===== src/rtl/recon_desc_arbiter.sv =====
// recon_desc_arbiter: round-robin sharing of one DMA read-descriptor engine
// among PORTS reconfiguration requesters, one descriptor outstanding.
module recon_desc_arbiter #(
    parameter int PORTS         = 4,
    parameter int ADDR_WIDTH    = 34,
    parameter int LEN_WIDTH     = 20,
    parameter int TAG_WIDTH     = 8,
    parameter int MAX_LEN       = 2**20-1,
    parameter int TIMEOUT_WIDTH = 16
) (
    input  logic                        clk,
    input  logic                        rst_n,
    input  logic [PORTS*ADDR_WIDTH-1:0] req_addr,
    input  logic [PORTS*LEN_WIDTH-1:0]  req_len,
    input  logic [PORTS-1:0]            req_valid,
    output logic [PORTS-1:0]            req_ready,
    output logic [PORTS-1:0]            cpl_valid,
    output logic [1:0]                  cpl_status,
    output logic [ADDR_WIDTH-1:0]       m_axis_read_desc_addr,
    output logic [LEN_WIDTH-1:0]        m_axis_read_desc_len,
    output logic [TAG_WIDTH-1:0]        m_axis_read_desc_tag,
    output logic                        m_axis_read_desc_valid,
    input  logic                        m_axis_read_desc_ready,
    input  logic [TAG_WIDTH-1:0]        s_axis_read_desc_status_tag,
    input  logic [3:0]                  s_axis_read_desc_status_error,
    input  logic                        s_axis_read_desc_status_valid,
    input  logic [TIMEOUT_WIDTH-1:0]    cfg_timeout,
    output logic                        busy,
    output logic [15:0]                 stale_count
);
    localparam int PW = $clog2(PORTS);
    localparam int SW = TAG_WIDTH - PW;
    localparam logic [LEN_WIDTH:0] MAX_LEN_W = (LEN_WIDTH+1)'(MAX_LEN);
    localparam logic [PW:0] PORTS_W = (PW+1)'(PORTS);

    typedef enum logic [1:0] {
        S_IDLE,
        S_ISSUE,
        S_WAIT,
        S_COMPLETE
    } state_t;

    state_t                   state_q, state_d;
    logic [PW-1:0]            rr_ptr;
    logic [PW-1:0]            port_q;
    logic [SW-1:0]            seq_q;
    logic [ADDR_WIDTH-1:0]    addr_q;
    logic [LEN_WIDTH-1:0]     len_q;
    logic [TIMEOUT_WIDTH-1:0] wait_cnt;
    logic [1:0]               st_q;

    logic                     grant_any;
    logic [PW-1:0]            grant_idx;
    logic [PW:0]              scan;
    logic [LEN_WIDTH-1:0]     sel_len;
    logic                     len_bad;
    logic                     tag_match;
    logic                     timeout_hit;

    // Scan downward so the port closest to rr_ptr is the last (winning) write.
    always_comb begin
        grant_any = 1'b0;
        grant_idx = '0;
        scan      = '0;
        for (int k = PORTS-1; k >= 0; k--) begin
            scan = {1'b0, rr_ptr} + (PW+1)'(k);
            if (scan >= PORTS_W) begin
                scan = scan - PORTS_W;
            end
            if (req_valid[scan[PW-1:0]]) begin
                grant_any = 1'b1;
                grant_idx = scan[PW-1:0];
            end
        end
    end

    assign sel_len   = req_len[grant_idx*LEN_WIDTH +: LEN_WIDTH];
    assign len_bad   = (sel_len == '0) || ({1'b0, sel_len} > MAX_LEN_W);
    assign tag_match = s_axis_read_desc_status_valid &&
                       (s_axis_read_desc_status_tag == {seq_q, port_q});
    assign timeout_hit = (cfg_timeout != '0) &&
                         (wait_cnt == cfg_timeout - 1'b1);

    always_comb begin
        state_d = state_q;
        unique case (state_q)
            S_IDLE: begin
                if (grant_any) begin
                    state_d = len_bad ? S_COMPLETE : S_ISSUE;
                end
            end
            S_ISSUE: begin
                if (m_axis_read_desc_ready) begin
                    state_d = S_WAIT;
                end
            end
            S_WAIT: begin
                if (tag_match || timeout_hit) begin
                    state_d = S_COMPLETE;
                end
            end
            S_COMPLETE: state_d = S_IDLE;
            default:    state_d = S_IDLE;
        endcase
    end

    always_ff @(posedge clk or negedge rst_n) begin
        if (!rst_n) begin
            state_q <= S_IDLE;
        end else begin
            state_q <= state_d;
        end
    end

    always_ff @(posedge clk or negedge rst_n) begin
        if (!rst_n) begin
            rr_ptr      <= '0;
            port_q      <= '0;
            seq_q       <= '0;
            addr_q      <= '0;
            len_q       <= '0;
            wait_cnt    <= '0;
            st_q        <= '0;
            stale_count <= '0;
        end else begin
            if (s_axis_read_desc_status_valid &&
                !(state_q == S_WAIT && tag_match) &&
                stale_count != 16'hFFFF) begin
                stale_count <= stale_count + 16'd1;
            end
            unique case (state_q)
                S_IDLE: begin
                    if (grant_any) begin
                        port_q <= grant_idx;
                        addr_q <= req_addr[grant_idx*ADDR_WIDTH +: ADDR_WIDTH];
                        len_q  <= sel_len;
                        if (len_bad) begin
                            st_q <= 2'b11;
                        end else begin
                            seq_q <= seq_q + 1'b1;
                        end
                    end
                end
                S_ISSUE: wait_cnt <= '0;
                S_WAIT: begin
                    // A match on the timeout cycle takes priority.
                    if (tag_match) begin
                        st_q <= (s_axis_read_desc_status_error != 4'd0) ?
                                2'b01 : 2'b00;
                    end else if (timeout_hit) begin
                        st_q <= 2'b10;
                    end else begin
                        wait_cnt <= wait_cnt + 1'b1;
                    end
                end
                S_COMPLETE: begin
                    rr_ptr <= (port_q == PW'(PORTS-1)) ? '0 : port_q + 1'b1;
                end
                default: ;
            endcase
        end
    end

    always_comb begin
        req_ready = '0;
        cpl_valid = '0;
        if (state_q == S_IDLE && grant_any) begin
            req_ready[grant_idx] = 1'b1;
        end
        if (state_q == S_COMPLETE) begin
            cpl_valid[port_q] = 1'b1;
        end
    end

    assign cpl_status             = (state_q == S_COMPLETE) ? st_q : 2'b00;
    assign m_axis_read_desc_addr  = addr_q;
    assign m_axis_read_desc_len   = len_q;
    assign m_axis_read_desc_tag   = {seq_q, port_q};
    assign m_axis_read_desc_valid = (state_q == S_ISSUE);
    assign busy                   = (state_q != S_IDLE);

endmodule


===== config.mk =====
export PLATFORM = sky130hd
export DESIGN_NAME = recon_desc_arbiter
export DESIGN_NICKNAME = d
export VERILOG_FILES = /design/src/rtl/recon_desc_arbiter.sv
export SDC_FILE = /design/constraint.sdc
export NUM_CORES = 1
export LEC_CHECK = 0
export ABC_CLOCK_PERIOD_IN_PS = 3100
export BUFFER_PORTS_ARGS = -buffer_cell sky130_fd_sc_hd__buf_2
export CAP_MARGIN = 20
export CORE_AREA = 2 2 131 133
export CTS_CLUSTER_DIAMETER = 120
export DETAILED_ROUTE_END_ITERATION = 16
export DIE_AREA = 0 0 133 135
export GPL_ROUTABILITY_DRIVEN = 0
export HOLD_SLACK_MARGIN = 0.1
export PLACE_DENSITY = 0.77
export SLEW_MARGIN = 40
export SYNTH_ARGS = -nofsm -noshare
export SYNTH_HDL_FRONTEND = slang
export SYNTH_SLANG_ARGS = --single-unit

===== constraint.sdc =====
create_clock -name clk -period 3.1 [get_ports clk]
set_clock_uncertainty 0.2 [all_clocks]
set_input_delay 0.31 -clock clk [delete_from_list [all_inputs] [get_ports clk]]
set_output_delay 0.31 -clock clk [all_outputs]
set_load 0.02 [all_outputs]

# Word-level counts from Yosys, hierarchy flattened
# Index checks and enable logic that the tools add are counted.
[classes]
n_mux = 42
n_eq_ne = 14
div = 0
mul = 2
n_shift = 2
n_bitwise = 1
magnitude_cmp = 12
add_sub_neg = 12
reduce_logical = 22
[op_table]
columns = ["operator", "count"]
rows = [
  ["$shiftx A136 B9 Y34", 1],
  ["$shiftx A80 B8 Y20", 1],
  ["$mux W2", 18],
  ["$add A16 B1 Y16 const B", 2],
  ["$mux W16", 2],
  ["$pmux W16 S2", 1],
  ["$logic_not A20 Y1", 1],
  ["$lt A2 B3 Y1 const B", 6],
  ["$eq A16 B16 Y1", 1],
  ["$ne A16 B16 Y1 const B", 1],
  ["$reduce_bool A16 Y1", 1],
  ["$sub A16 B1 Y16 const B", 1],
  ["$mux W1", 11],
  ["$ne A2 B2 Y1 const B", 5],
  ["$ge A3 B3 Y1 const B", 3],
  ["$reduce_and A3 Y1", 3],
  ["$bmux W1 S2", 4],
  ["$eq A8 B8 Y1", 1],
  ["$logic_and A1 B1 Y1", 8],
  ["$mux W4", 2],
  ["$pmux W2 S4", 1],
  ["$sub A2 B1 Y2 const B", 4],
  ["$mul A2 B5 Y7 const B", 1],
  ["$add A2 B2 Y3 const B", 2],
  ["20 further kinds", 26],
]
[totals]
ramBits = 0
rom_bits = 0
reg_bits = 100
n_memories = 0
wordCells = 116
latch_bits = 0

# Logic depth before layout (Yosys ltp)
# Gate-level depths: netlist (run 1).
[logic_depth]
depth_word = 15
mapped_depth = 12

# Least setup slack after synthesis (run 1)
# OpenSTA, ideal clock, no wires.
[synth_timing]
path_type = "input port to flip-flop"
start = "in req_valid[2]"
end = "reg seq_q[1]"
t_required_ns = 2.772
cell_stages = 10
path_slack_ns = 0.018
n_path_buf = 1
arrival_ns = 2.754
setup_ns = 0.128
cell_sequence = "nor2b_1 or4b_1 clkbuf_1 nand3_1 nand3_1 a22o_1 a221o_1 nor4_4 nand2b_1 mux2_1"
[synth_via]
elab_chain_len = 11
elab_cells_between_ends = 21
[synth_lines]
columns = ["item", "line", "text"]
rows = [
  ["start: declaration", "15", "input logic [PORTS-1:0] req_valid,"],
  ["$bmux W1 S2", "70", "if (req_valid[scan[PW-1:0]]) begin"],
  ["$mux W1 (implied by the code)", "70", ""],
  ["$mux W2 (4 in a row)", "70", ""],
  ["$mul A2 B3 Y5", "77", "assign sel_len = req_len[grant_idx*LEN_WIDTH +: LEN_WIDTH];"],
  ["$shiftx A80 B8 Y20", "77", ""],
  ["$logic_not A20 Y1", "78", "assign len_bad = (sel_len == '0) || ({1'b0, sel_len} > MAX_LEN_W);"],
  ["$not A1 Y1 (no source line)", "n/a", ""],
  ["$reduce_and A3 Y1 (no source line) *", "n/a", ""],
  ["end signal: assignment", "140", "seq_q <= seq_q + 1'b1;"],
  ["end: declaration", "46", "logic [SW-1:0] seq_q;"],
]
# Every way passes the cells marked *; elsewhere a longest branch is shown, timed or not. The select of a mux whose other input is x is not followed.
# A chain may end at the register's enable or synchronous reset.

# Worst setup path in the final report (run 1)
[layout_timing]
start = "reg rr_ptr[0]"
end = "reg seq_q[1]"
[layout_via]
elab_chain_len = 14
elab_cells_between_ends = 36
[layout_lines]
columns = ["item", "line", "text"]
rows = [
  ["start: declaration", "44", "logic [PW-1:0] rr_ptr;"],
  ["start signal: assignment", "157", "rr_ptr <= (port_q == PW'(PORTS-1)) ? '0 : port_q + 1'b1;"],
  ["$add A2 B2 Y3", "66", "scan = {1'b0, rr_ptr} + (PW+1)'(k);"],
  ["$ge A3 B3 Y1 or $sub A2 B1 Y2 (tied branches)", "67, 68", ""],
  ["$mux W2", "67", "if (scan >= PORTS_W) begin"],
  ["$bmux W1 S2", "70", ""],
  ["$mux W1 (implied by the code)", "70", ""],
  ["$mux W2 (4 in a row)", "70", ""],
  ["$mul A2 B3 Y5", "77", ""],
  ["$shiftx A80 B8 Y20", "77", ""],
  ["$logic_not A20 Y1", "78", ""],
  ["$not A1 Y1 (no source line)", "n/a", ""],
  ["$reduce_and A3 Y1 (no source line) *", "n/a", ""],
]
# Marked as above.

==> results by group, run 1 <==
Run status
  • Failing checks: setup timing
  • Status: finished, violations left

Critical path
  • Capturing element type of the critical path: register
  • Worst Path Required: 3130 ps
  • CP max stage delay: 430 ps
  • Critical Path AT: 3230 ps
  • Crit-path cells: nor2b_2, or4_4, clkbuf_4, nand2_4, buf_12, buf_4, a211o_1, a22oi_1, nand4_1, nor4_4, nand2b_4, mux2_4
  • Critical setup path kind: register to register
  • Worst-path fanout max: 11
  • Cell count of the worst reg-to-reg path: 12
  • Critical R2R Capture: seq_q[1]
  • CP max stage cell: dfrtp_1
  • CP Launch Type: register
  • Reg-to-Reg Start: rr_ptr[0]
  • R2R setup slack: -90 ps

Logic synthesis
  • Syn. warnings: 0
  • Compound-gate portion of the synthesized area: 12.4%
  • Synth area leader: dfrtp_1
  • FF+latch count, synth: 100
  • Xor/xnor cell area share of the yosys netlist: 7.00%
  • Mux cell area share after synthesis: 1.38%
  • Synth cell count leaders: 275 x nand2_1, 116 x nand3_1, 100 x dfrtp_1, 68 x o21ai_0, 48 x clkbuf_1
  • Leading post-synthesis cells by cell area: dfrtp_1 36%, nand2_1 15%, nand3_1 8.4%, xnor2_1 5.0%, o21ai_0 4.9%
  • Asr flop ratio synth: 100%
  • Post-synthesis adder-cell area fraction: 2.36%
  • Top-area cell type share of the netlist area: 36.4%
  • Main flop type after synthesis: dfrtp_1
  • Syn avg cell area: 7.46 sq um
  • Number of library cell types mapped by synthesis: 58
  • Post-synthesis cell count: 922
  • Synth Area in Simple Gates: 36.6%
  • Most numerous cell in the Yosys netlist: nand2_1
  • Sequential fraction of the synthesis area: 36.4%
  • Syn Nets: 1187
  • Number of enable flip-flop cells after synthesis: 0
  • Largest family of logic cells by synthesized area: simple AND/OR/NAND/NOR gates
  • Syn Std Cell Area: 6880 sq um

Route
  • Residual DRC count: 0
  • Post-DR vias/cell: 5.31
  • DRT iter0 DRCs: 426
  • Vias: 7972
  • Detail-routed net length per standard cell: 16.3 um
  • Final wirelength: 24.5 mm
  • Drt pass-1 iters: 7
  • Antenna-violating nets left: 0

Final layout
  • Area grow syn2layout: 38.9%
  • Post-layout nets: 1538
  • Layout cells sized above 1: 34.7%

Clocking
  • Clock transition at path regs: 70 ps
  • Clock Sinks: 100
  • Root Buffer: clkbuf_16
  • Clk buf depth: 2
  • Clock Latency Late Sink: 350 ps
  • CTS tree: built
  • Total CTS buffers: 9
  • CTS H-tree depth: 3

GRT
  • GR Util met3: 7.13%
  • Met2 usage: 44.9%
  • Largest net degree at the start of global routing: 79
  • First-pass GRT wire length: 37.9 mm
  • Gr busiest metal: met2
  • Initial antenna violation count: 2
  • Total grt overflow: 0
  • Met1 Use GR: 32.3%
  • GRT Overall Usage: 26.4%
  • Vias in the first global route: 7580

Pwr
  • Maximum vdd drop: 0.000520 V
  • PwrDens: 888 nW/um^2
  • Leakage: 4.96 nW
  • Pwr Total: 8.48 mW

STA
  • Max Freq: 0.313 GHz
  • RSZ-0062 raised after global routing: yes
  • Hold Slack: 124 ps
  • Slack of the critical path: -91.7 ps
  • Final setup fails: 5
  • Final period util: 103%
  • Hold Fails Final Rpt: 0
  • Post-layout minimum cycle time: 3190 ps
  • Slew Viols, Final: 0
  • Slew @ Worst Pin: 602 ps
  • Slew HR: 59.8%

Run
  • Max-cap violations: 0

Floorplan
  • Core area: 16400 sq um
  • Die H: 135 um
  • Initial core utilization: 41.9%
  • Die Wd: 133 um
  • I/O Pins: 342
  • Die area: 18000 sq um
  • Site row count: 47

Hold path
  • Hold Path End: m_axis_read_desc_addr[8]
  • Hold Crit Class: input port to register
  • Min-delay src: req_addr[8]
  • Hold depth: 5

Placement
  • Pre-CTS WS: -143 ps
  • Number of port buffers: 341
  • Post-DP HPWL: 19.1 mm
## final cells by class
cell class / instances / area [sq um]
diodes: 2 / 5.00
clock buffers: 11 / 233
clock inverters: 5 / 52.6
fillers: 1527 / 6850
inverters: 12 / 45.0
multi-input cells: 754 / 4190
flip-flops and latches: 100 / 2500
well taps: 220 / 275
repair buffers: 396 / 2250
## worst max path at each step
stage / start / cells past startpoint / endpoint
2_1_floorplan: req_valid[2] / 10 / seq_q[1]
3_3_place_gp: cfg_timeout[7] / 11 / wait_cnt[14]
3_5_place_dp: cfg_timeout[7] / 12 / st_q[1]
4_1_cts: rr_ptr[0] / 10 / seq_q[1]
5_1_grt: rr_ptr[0] / 12 / seq_q[1]
6_report: rr_ptr[0] / 12 / seq_q[1]
## cell usage in the layout (no fill, tap or decap), drive strengths merged, types with 3 or more instances in the layout
master / netlist / layout
a211o: 9 / 9
a21oi: 22 / 22
a22o: 10 / 10
a22oi: 7 / 7
a31o: 4 / 4
and2: 12 / 12
and3: 15 / 15
buf: 8 / 392
clkbuf: 48 / 13
clkinv: 0 / 3
dfrtp: 100 / 100
ha: 13 / 13
inv: 12 / 12
mux2: 4 / 4
mux2i: 5 / 5
nand2: 275 / 275
nand2b: 6 / 6
nand3: 116 / 116
nand3b: 3 / 3
nand4: 17 / 17
nor2: 37 / 37
nor2b: 5 / 5
nor3: 17 / 17
nor4: 11 / 11
o21ai: 69 / 69
or2: 3 / 3
or3: 6 / 6
or4: 6 / 6
xnor2: 39 / 39
xor2: 16 / 16
## state kept, by name (all words and copies together) (netlist names)
register	flops
st_q	2
wait_cnt	16
state_q	2
port_q	2
m_axis_read_desc_addr	34
rr_ptr	2
m_axis_read_desc_len	20
stale_count	16
seq_q	6
## per-stage QoR
stage | cells | TNS [ps] | util, % | instance area [sq um]
floorplan | 922 | 0 | - | 6880
global placement | 1473 | -744 | 55.4 | 9100
detailed placement | 1473 | -1800 | 55.4 | 9100
CTS | 1491 | 0 | 57.3 | 9400
global route | 1500 | -808 | 58.2 | 9560
finish | 1500 | -169 | 58.2 | 9560
## cell families after synthesis
| kind of cell | after synthesis |
|---|---|
| buf+inv | 68 |
| fa+ha+maj | 13 |
| mux | 9 |
| compound gates | 137 |
| xor+xnor | 55 |
| flops | 100 |
| simple gates | 540 |
## critical path: cells and delay by family, from the launching register on
family          cells  cell delay, ps
compound gates      2             450
buf+inv             3             500
flops               1             430
mux                 1             290
simple gates        6            1180
## report_power, final
part           switching [mW]  internal [mW]  leakage [nW]
Clock                   0.488          0.623         0.139
Sequential              0.403           1.82          1.25
Combinational            3.19           1.97          3.56
Total                    4.08           4.41          4.96
## what timing repair did
item / CTS / global route
endpoints found under the setup margin: 0 / 10
endpoints found under the hold margin: 46 / 0
gates resized for setup: 0 / 22
buffers inserted: 0 / 5
hold buffers: 2 / 0
## per-layer routing
layer	vias up	wire length [um]
li1	3866	-
met1	3676	9620
met2	368	12100
met3	62	2020
met4	0	743
met5	-	0
(Power assumes the default switching activity.)
==> inputs of run 2 (changes only) <==
- PLACE_DENSITY: 0.77 -> 0.82
- SKIP_LAST_GASP: not set -> 1
==> run 2 against run 1 <==
Effect of this change:
- the flow still finishes with violations (setup timing)
- cell area up 1.6%
- clock-buffer cell count unchanged
- highest routed layer is now met5
- global-route usage up 0.16 points
- hold slack worse by 2.6 ps
- cell count up 0.47%
- die area unchanged
- non-clock buffer count up 2
- first-iteration DRC count up 13%
==> results by group, run 2 (synthesis results as in run 1) <==
Pwr
  • PwrDens: 900 nW/um^2 (was 888 nW/um^2)
  • Share of power burned in registers: 25.6% (was 26.2%)
  • Leakage: 5.01 nW (was 4.96 nW)
  • P_sw: 4.13 mW (was 4.08 mW)
  • Clock share of power: 14.8% (was 13.1%)
  • Maximum vdd drop: 0.000462 V (was 0.000520 V)
  • Switching power share of the total: 47.3% (was 48.0%)
  • Combinational share of power: 59.6% (was 60.8%)
  • Internal power: 4.61 mW (was 4.41 mW)
  • Pwr Total: 8.74 mW (was 8.48 mW)

Placement
  • Number of port buffers: 341 (unchanged)
  • Post-DP HPWL: 18.8 mm (was 19.1 mm)
  • Inst Count DP: 1471 (was 1473)

Clocking
  • Total CTS buffers: 9 (unchanged)
  • CTS tree: built (unchanged)
  • Root Buffer: clkbuf_16 (unchanged)
  • Clock Latency Late Sink: 340 ps (was 350 ps)
  • Clock transition at path regs: 70 ps (about the same)
  • Clock Sinks: 100 (unchanged)
  • Clk buf depth: 2 (unchanged)
  • CTS H-tree depth: 3 (unchanged)

Route
  • Uppermost layer routed: met5 (was met4)
  • Final wirelength: 25.1 mm (was 24.5 mm)
  • Antenna-violating nets left: 0 (unchanged)
  • DRT iter0 DRCs: 482 (was 426)
  • Post-DR vias/cell: 5.39 (was 5.31)
  • Vias: 8118 (was 7972)
  • Met2 wire length: 12.4 mm (was 12.1 mm)
  • Met3 Wirelength: 1.89 mm (was 2.02 mm)
  • Drt pass-1 iters: 5 (was 7)
  • Detail-routed net length per standard cell: 16.6 um (was 16.3 um)
  • Residual DRC count: 0 (unchanged)
  • Wl on met1: 9.77 mm (was 9.62 mm)

Final layout
  • Most frequent cells in the layout: 340 x buf_2, 273 x nand2_1, 115 x nand3_1 (was 340 x buf_2, 273 x nand2_1, 114 x nand3_1)
  • Max reg flops: 34 (unchanged)
  • Area grow syn2layout: 41.2% (was 38.9%)
  • Post-layout nets: 1540 (was 1538)
  • # fillers: 1433 (was 1527)
  • Non-filler cells, final: 1507 (was 1500)
  • Commonest non-fill, non-tap cell in the layout: buf_2 (unchanged)
  • Layout cells sized above 1: 35.0% (was 34.7%)

STA
  • Slew HR: 53.4% (was 59.8%)
  • Slew Viols, Final: 0 (unchanged)
  • Hold Fails Final Rpt: 0 (unchanged)
  • Slew @ Worst Pin: 699 ps (was 602 ps)
  • Final period util: 102% (was 103%)
  • Final setup fails: 6 (was 5)
  • RSZ-0062 raised after global routing: yes (unchanged)
  • Post-layout minimum cycle time: 3170 ps (was 3190 ps)
  • Max Freq: 0.315 GHz (was 0.313 GHz)
  • Slack of the critical path: -74.9 ps (was -91.7 ps)

Critical path
  • Reg-to-Reg Start: rr_ptr[0] (unchanged)
  • CP Launch Type: register (unchanged)
  • Worst-path fanout max: 11 (unchanged)
  • Cell count of the worst reg-to-reg path: 10 (was 12)
  • Critical setup path kind: register to register (unchanged)
  • Critical R2R Capture: seq_q[1] (unchanged)
  • R2R setup slack: -70 ps (was -90 ps)
  • Critical Path AT: 3210 ps (was 3230 ps)
  • Capturing element type of the critical path: register (unchanged)
  • Worst Path Required: 3130 ps (about the same)

GRT
  • Initial antenna violation count: 9 (was 2)
  • Total grt overflow: 0 (unchanged)
  • Vias in the first global route: 7781 (was 7580)
  • Largest net degree at the start of global routing: 101 (was 79)
  • GRT Overall Usage: 26.6% (was 26.4%)
  • First-pass GRT wire length: 38.2 mm (was 37.9 mm)

Hold path
  • Hold depth: 5 (unchanged)
  • Min-delay src: req_addr[17] (was req_addr[8])
  • Hold Crit Class: input port to register (unchanged)
  • Hold Path End: m_axis_read_desc_addr[17] (was m_axis_read_desc_addr[8])

Floorplan
  • Initial core utilization: 41.9% (unchanged)
  • Die Wd: 133 um (unchanged)
  • Core area: 16400 sq um (unchanged)
  • Die area: 18000 sq um (unchanged)
  • Site row count: 47 (unchanged)
  • I/O Pins: 342 (unchanged)
  • Die H: 135 um (unchanged)

Run status
  • Status: finished, violations left (unchanged)
  • Failing checks: setup timing (unchanged)

Run
  • Max-cap violations: 0 (unchanged)
[run 2: cell types whose count changed in the layout (fill, tap and decap cells not counted), moves of 2 or more]
cell | before | now
clkinv_2 | 3 | 0
bufinv_16 | 1 | 3
diode_2 | 2 | 8
clkbuf_16 | 10 | 13
[run 2: final cells by class]
cell class	instances	area, sq um	share of cell area (%)
antenna	8	20.0	0.206
clock buffer	11	243	2.50
clock inverter	4	97.6	1.00
inverter	12	45.0	0.464
multi-input combinational	754	4220	43.5
sequential	100	2500	25.8
tap	220	275	2.83
timing repair buffer	398	2310	23.7
[run 2: worst max path at each step]
stage,from,to,slack (ps)
2_1_floorplan,req_valid[2],seq_q[1],20
3_3_place_gp,cfg_timeout[7],wait_cnt[14],-120
3_5_place_dp,cfg_timeout[7],wait_cnt[14],-150
4_1_cts,rr_ptr[1],seq_q[1],1
5_1_grt,rr_ptr[0],seq_q[1],-150
6_report,rr_ptr[0],seq_q[1],-70
[run 2: repair_timing]
item / in CTS / in global routing
gates cloned: 0 / 4
hold buffers: 2 / 0
endpoints found under the setup margin: 2 / 14
setup buffers: 0 / 8
gates resized for setup: 1 / 30
hold endpoints to repair: 101 / 0
pin swaps: 0 / 19
[run 2: per-layer routing]
metal,GRT usage (%),up-vias
met5,0,-
met4,14.0,2
met3,6.53,75
met2,44.7,385
met1,31.5,3775
li1,-,3881
[run 2: per-stage QoR]
stage                     cell area (sq um)  setup TNS [ps]  worst slack [ps]  hold slack (ps)  util (%)
after floorplan                        6880               0              18.0             -186         -
after global placement                 9040           -1070              -120              213      55.1
after detailed placement               9040           -1960              -148              217      55.1
after CTS                              9410               0              1.21              111      57.3
after global routing                   9710           -1200              -152              145      59.2
final                                  9710            -216             -74.9              122      59.2
[run 2: critical path, cell delays in order (launching register included)]
cell	delay (ps)
dfrtp_1	440
nor2b_2	100
or4_4	520
buf_12	160
and3_4	170
a211o_1	260
a22oi_2	200
nand4_1	180
nor4_4	340
nand2b_4	200
mux2_4	290
[run 2: power groups by stage]
stage / clock (mW) / sequential [mW] / combinational [mW]
after floorplan: 0 / 2.70 / 2.66
after global placement: 0 / 2.21 / 4.74
after detailed placement: 0 / 2.22 / 4.85
after CTS: 1.32 / 2.22 / 4.85
after global routing: 1.37 / 2.31 / 5.71
final: 1.29 / 2.24 / 5.21
==> inputs of run 3 (changes only) <==
- ABC_CLOCK_PERIOD_IN_PS: 3100 -> 3000
- CORE_AREA: 2 2 131 133 -> 2 2 132 134
- DIE_AREA: 0 0 133 135 -> 0 0 134 136
- PLACE_DENSITY: 0.82 -> 0.78
- clock period: 3.1 -> 3 ns (I/O delays scaled with it)
==> run 3 against run 2 <==
Effect of this change:
- the flow still finishes with violations (setup timing)
- highest routed layer is now met4
- non-clock buffer count rose by 9
- sequential share of layout area rose by 0.22 points
- cell count rose by 0.73%
- die area rose by 1.5%
- cell area fell by 0.89%
- clock power fell by 6%
- combinational power rose by 1%
- critical path depth did not move
- register-to-register slack barely moved
- sequential power rose by 3%
==> results by group, run 3 (synthesis results as in run 1) <==
Run status
  • Status: finished, violations left (unchanged)
  • Failing checks: setup timing (unchanged)

Route
  • Final wirelength: 24.2 mm (was 25.1 mm)
  • DRT iter0 DRCs: 443 (was 482)
  • Residual DRC count: 0 (unchanged)
  • Post-DR vias/cell: 5.32 (was 5.39)
  • Antenna-violating nets left: 0 (unchanged)
  • Detail-routed net length per standard cell: 16.0 um (was 16.6 um)
  • Vias: 8073 (was 8118)
  • Drt pass-1 iters: 5 (unchanged)

GRT
  • GRT Overall Usage: 26.2% (was 26.6%)
  • Largest net degree at the start of global routing: 70 (was 101)
  • First-pass GRT wire length: 37.9 mm (was 38.2 mm)
  • Vias in the first global route: 7654 (was 7781)
  • Total grt overflow: 0 (unchanged)
  • Initial antenna violation count: 4 (was 9)

Critical path
  • Worst-path fanout max: 7 (was 11)
  • Critical setup path kind: register to register (unchanged)
  • Reg-to-Reg Start: rr_ptr[1] (was rr_ptr[0])
  • CP Launch Type: register (unchanged)
  • Critical Path Most Common Cell: buf_4
  • Crit path launch: rr_ptr[1] (was rr_ptr[0])
  • CP max stage delay: 480 ps (was 520 ps)
  • Worst Path Required: 3030 ps (was 3130 ps)
  • CP Buf/Inv Count: 2 (was 1)
  • CP max stage cell: or4b_4 (was or4_4)
  • Crit-path cells: buf_4, or4b_4, buf_4, and3_1, a211o_1, a22oi_2, nand4_1, nor4_4, nand2b_4, mux2_1 (was nor2b_2, or4_4, buf_12, and3_4, a211o_1, a22oi_2, nand4_1, nor4_4, nand2b_4, mux2_4)
  • Capturing element type of the critical path: register (unchanged)
  • Critical Path AT: 3120 ps (was 3210 ps)
  • Crit path max-delay family: simple AND/OR/NAND/NOR gates (unchanged)

Pwr
  • Maximum vdd drop: 0.000612 V (was 0.000462 V)
  • Switching power share of the total: 48.0% (was 47.3%)
  • Share of power burned in registers: 26.3% (was 25.6%)
  • Internal power: 4.56 mW (was 4.61 mW)
  • P_sw: 4.21 mW (was 4.13 mW)
  • Leakage: 5.00 nW (was 5.01 nW)
  • Clock share of power: 13.8% (was 14.8%)
  • Combinational share of power: 60.0% (was 59.6%)
  • PwrDens: 911 nW/um^2 (was 900 nW/um^2)
  • Pwr Total: 8.77 mW (was 8.74 mW)

Floorplan
  • Die area: 18200 sq um (was 18000 sq um)
  • Die H: 136 um (was 135 um)
  • Die Wd: 134 um (was 133 um)
  • Initial core utilization: 40.8% (was 41.9%)
  • Site row count: 48 (was 47)
  • Core area: 16900 sq um (was 16400 sq um)
  • I/O Pins: 342 (unchanged)

STA
  • Slew @ Worst Pin: 549 ps (was 699 ps)
  • Hold Fails Final Rpt: 0 (unchanged)
  • Final period util: 103% (was 102%)
  • TNS Setup: -140 ps (was -216 ps)
  • Max Freq: 0.324 GHz (was 0.315 GHz)
  • Final setup fails: 2 (was 6)
  • Slew HR: 63.4% (was 53.4%)
  • RSZ-0062 raised after global routing: yes (unchanged)
  • Slack of the critical path: -82.5 ps (was -74.9 ps)
  • Slew Viols, Final: 0 (unchanged)
  • Post-layout minimum cycle time: 3080 ps (was 3170 ps)

Clocking
  • Clock transition at path regs: 70 ps (about the same)
  • CTS tree: built (unchanged)
  • Clk buf depth: 2 (unchanged)
  • CTS H-tree depth: 3 (unchanged)
  • Total CTS buffers: 9 (unchanged)
  • Clock Latency Late Sink: 350 ps (was 340 ps)
  • Clock Sinks: 100 (unchanged)
  • Root Buffer: clkbuf_16 (unchanged)

Hold path
  • Hold Crit Class: input port to register (unchanged)
  • Min-delay src: req_addr[12] (was req_addr[17])

Final layout
  • Final instance area: 9630 sq um (was 9710 sq um)
  • Commonest non-fill, non-tap cell in the layout: buf_2 (unchanged)
  • Sequential Area: 2500 sq um (about the same)
  • Post-layout nets: 1549 (was 1540)
  • Layout cells sized above 1: 34.8% (was 35.0%)
  • Most frequent cells in the layout: 340 x buf_2, 274 x nand2_1, 116 x nand3_1 (was 340 x buf_2, 273 x nand2_1, 115 x nand3_1)
  • Max reg flops: 34 (unchanged)
  • Area grow syn2layout: 39.9% (was 41.2%)
  • # fillers: 1560 (was 1433)
  • Multi-input gate area: 4170 sq um (was 4220 sq um)

Placement
  • Placed cell areas: 9210 sq um (was 9040 sq um)
  • Number of port buffers: 341 (unchanged)
  • Post-DP HPWL: 19.1 mm (was 18.8 mm)

Run
  • Max-cap violations: 0 (unchanged)
## run 3: cell types whose count changed in the layout (fill, tap and decap cells not counted), sizes merged
cell    delta
buf       +13
clkbuf     -4
diode      -4
clkinv     +3
bufinv     -2
## run 3: what timing repair did
item                                    4_1_cts  5_1_grt
pin swaps                                     0        0
resized for setup                             6       10
hold buffers                                  2        0
hold endpoints to repair                     41        0
endpoints found under the setup margin        4       16
gates cloned                                  0        1
buffers inserted                              1        0
## run 3: power by group through the flow
stage	clock network, mW	registers [mW]	logic (mW)
detailed placement	0	2.30	5.17
global placement	0	2.29	5.06
global route	1.30	2.37	5.80
CTS	1.24	2.30	5.22
finish	1.21	2.30	5.26
floorplan	0	2.79	2.75
## run 3: tightest hold or removal path, stage by stage
cell and delay [ps]:
buf_2 90, nand2_1 50, nand3_1 70, nand2_1 50
o21ai_0 60
## run 3: metrics by stage
step,hold slack (ps),setup WS (ps),cells,util (%)
floorplan,-196,-72.0,922,-
global placement,113,-201,1494,54.6
detailed placement,121,-234,1494,54.6
CTS,104,-24.8,1513,56.8
global route,133,-167,1518,57.0
finish,111,-82.5,1518,57.0
## run 3: cell type report
class                      count  area share, %
multi-input combinational    754           43.3
sequential                   100           26.0
timing repair buffer         407           24.0
tap                          225           2.92
clock buffer                  11           2.63
clock inverter                 5          0.624
inverter                      12          0.468
antenna                        4          0.104
## run 3: per-layer routing
layer	track usage (%)	part of all wire, %	vias up
li1	-	-	3896
met1	32.3	40	3775
met2	44.8	50	349
met3	5.56	6.9	53
met4	10.6	3.0	0
met5	0	0	-
## run 3: final timing paths
kind | end | slack [ps] | depth (start not counted)
min in group asynchronous | m_axis_read_desc_addr[10] | 280 | 2
worst max register to register | seq_q[1] | -80 | 10
worst max-delay path | seq_q[1] | -80 | 10
max in group asynchronous | wait_cnt[3] | 1600 | 3
worst min register to register | m_axis_read_desc_addr[32] | 270 | 2
worst min-delay path | m_axis_read_desc_addr[12] | 110 | 5
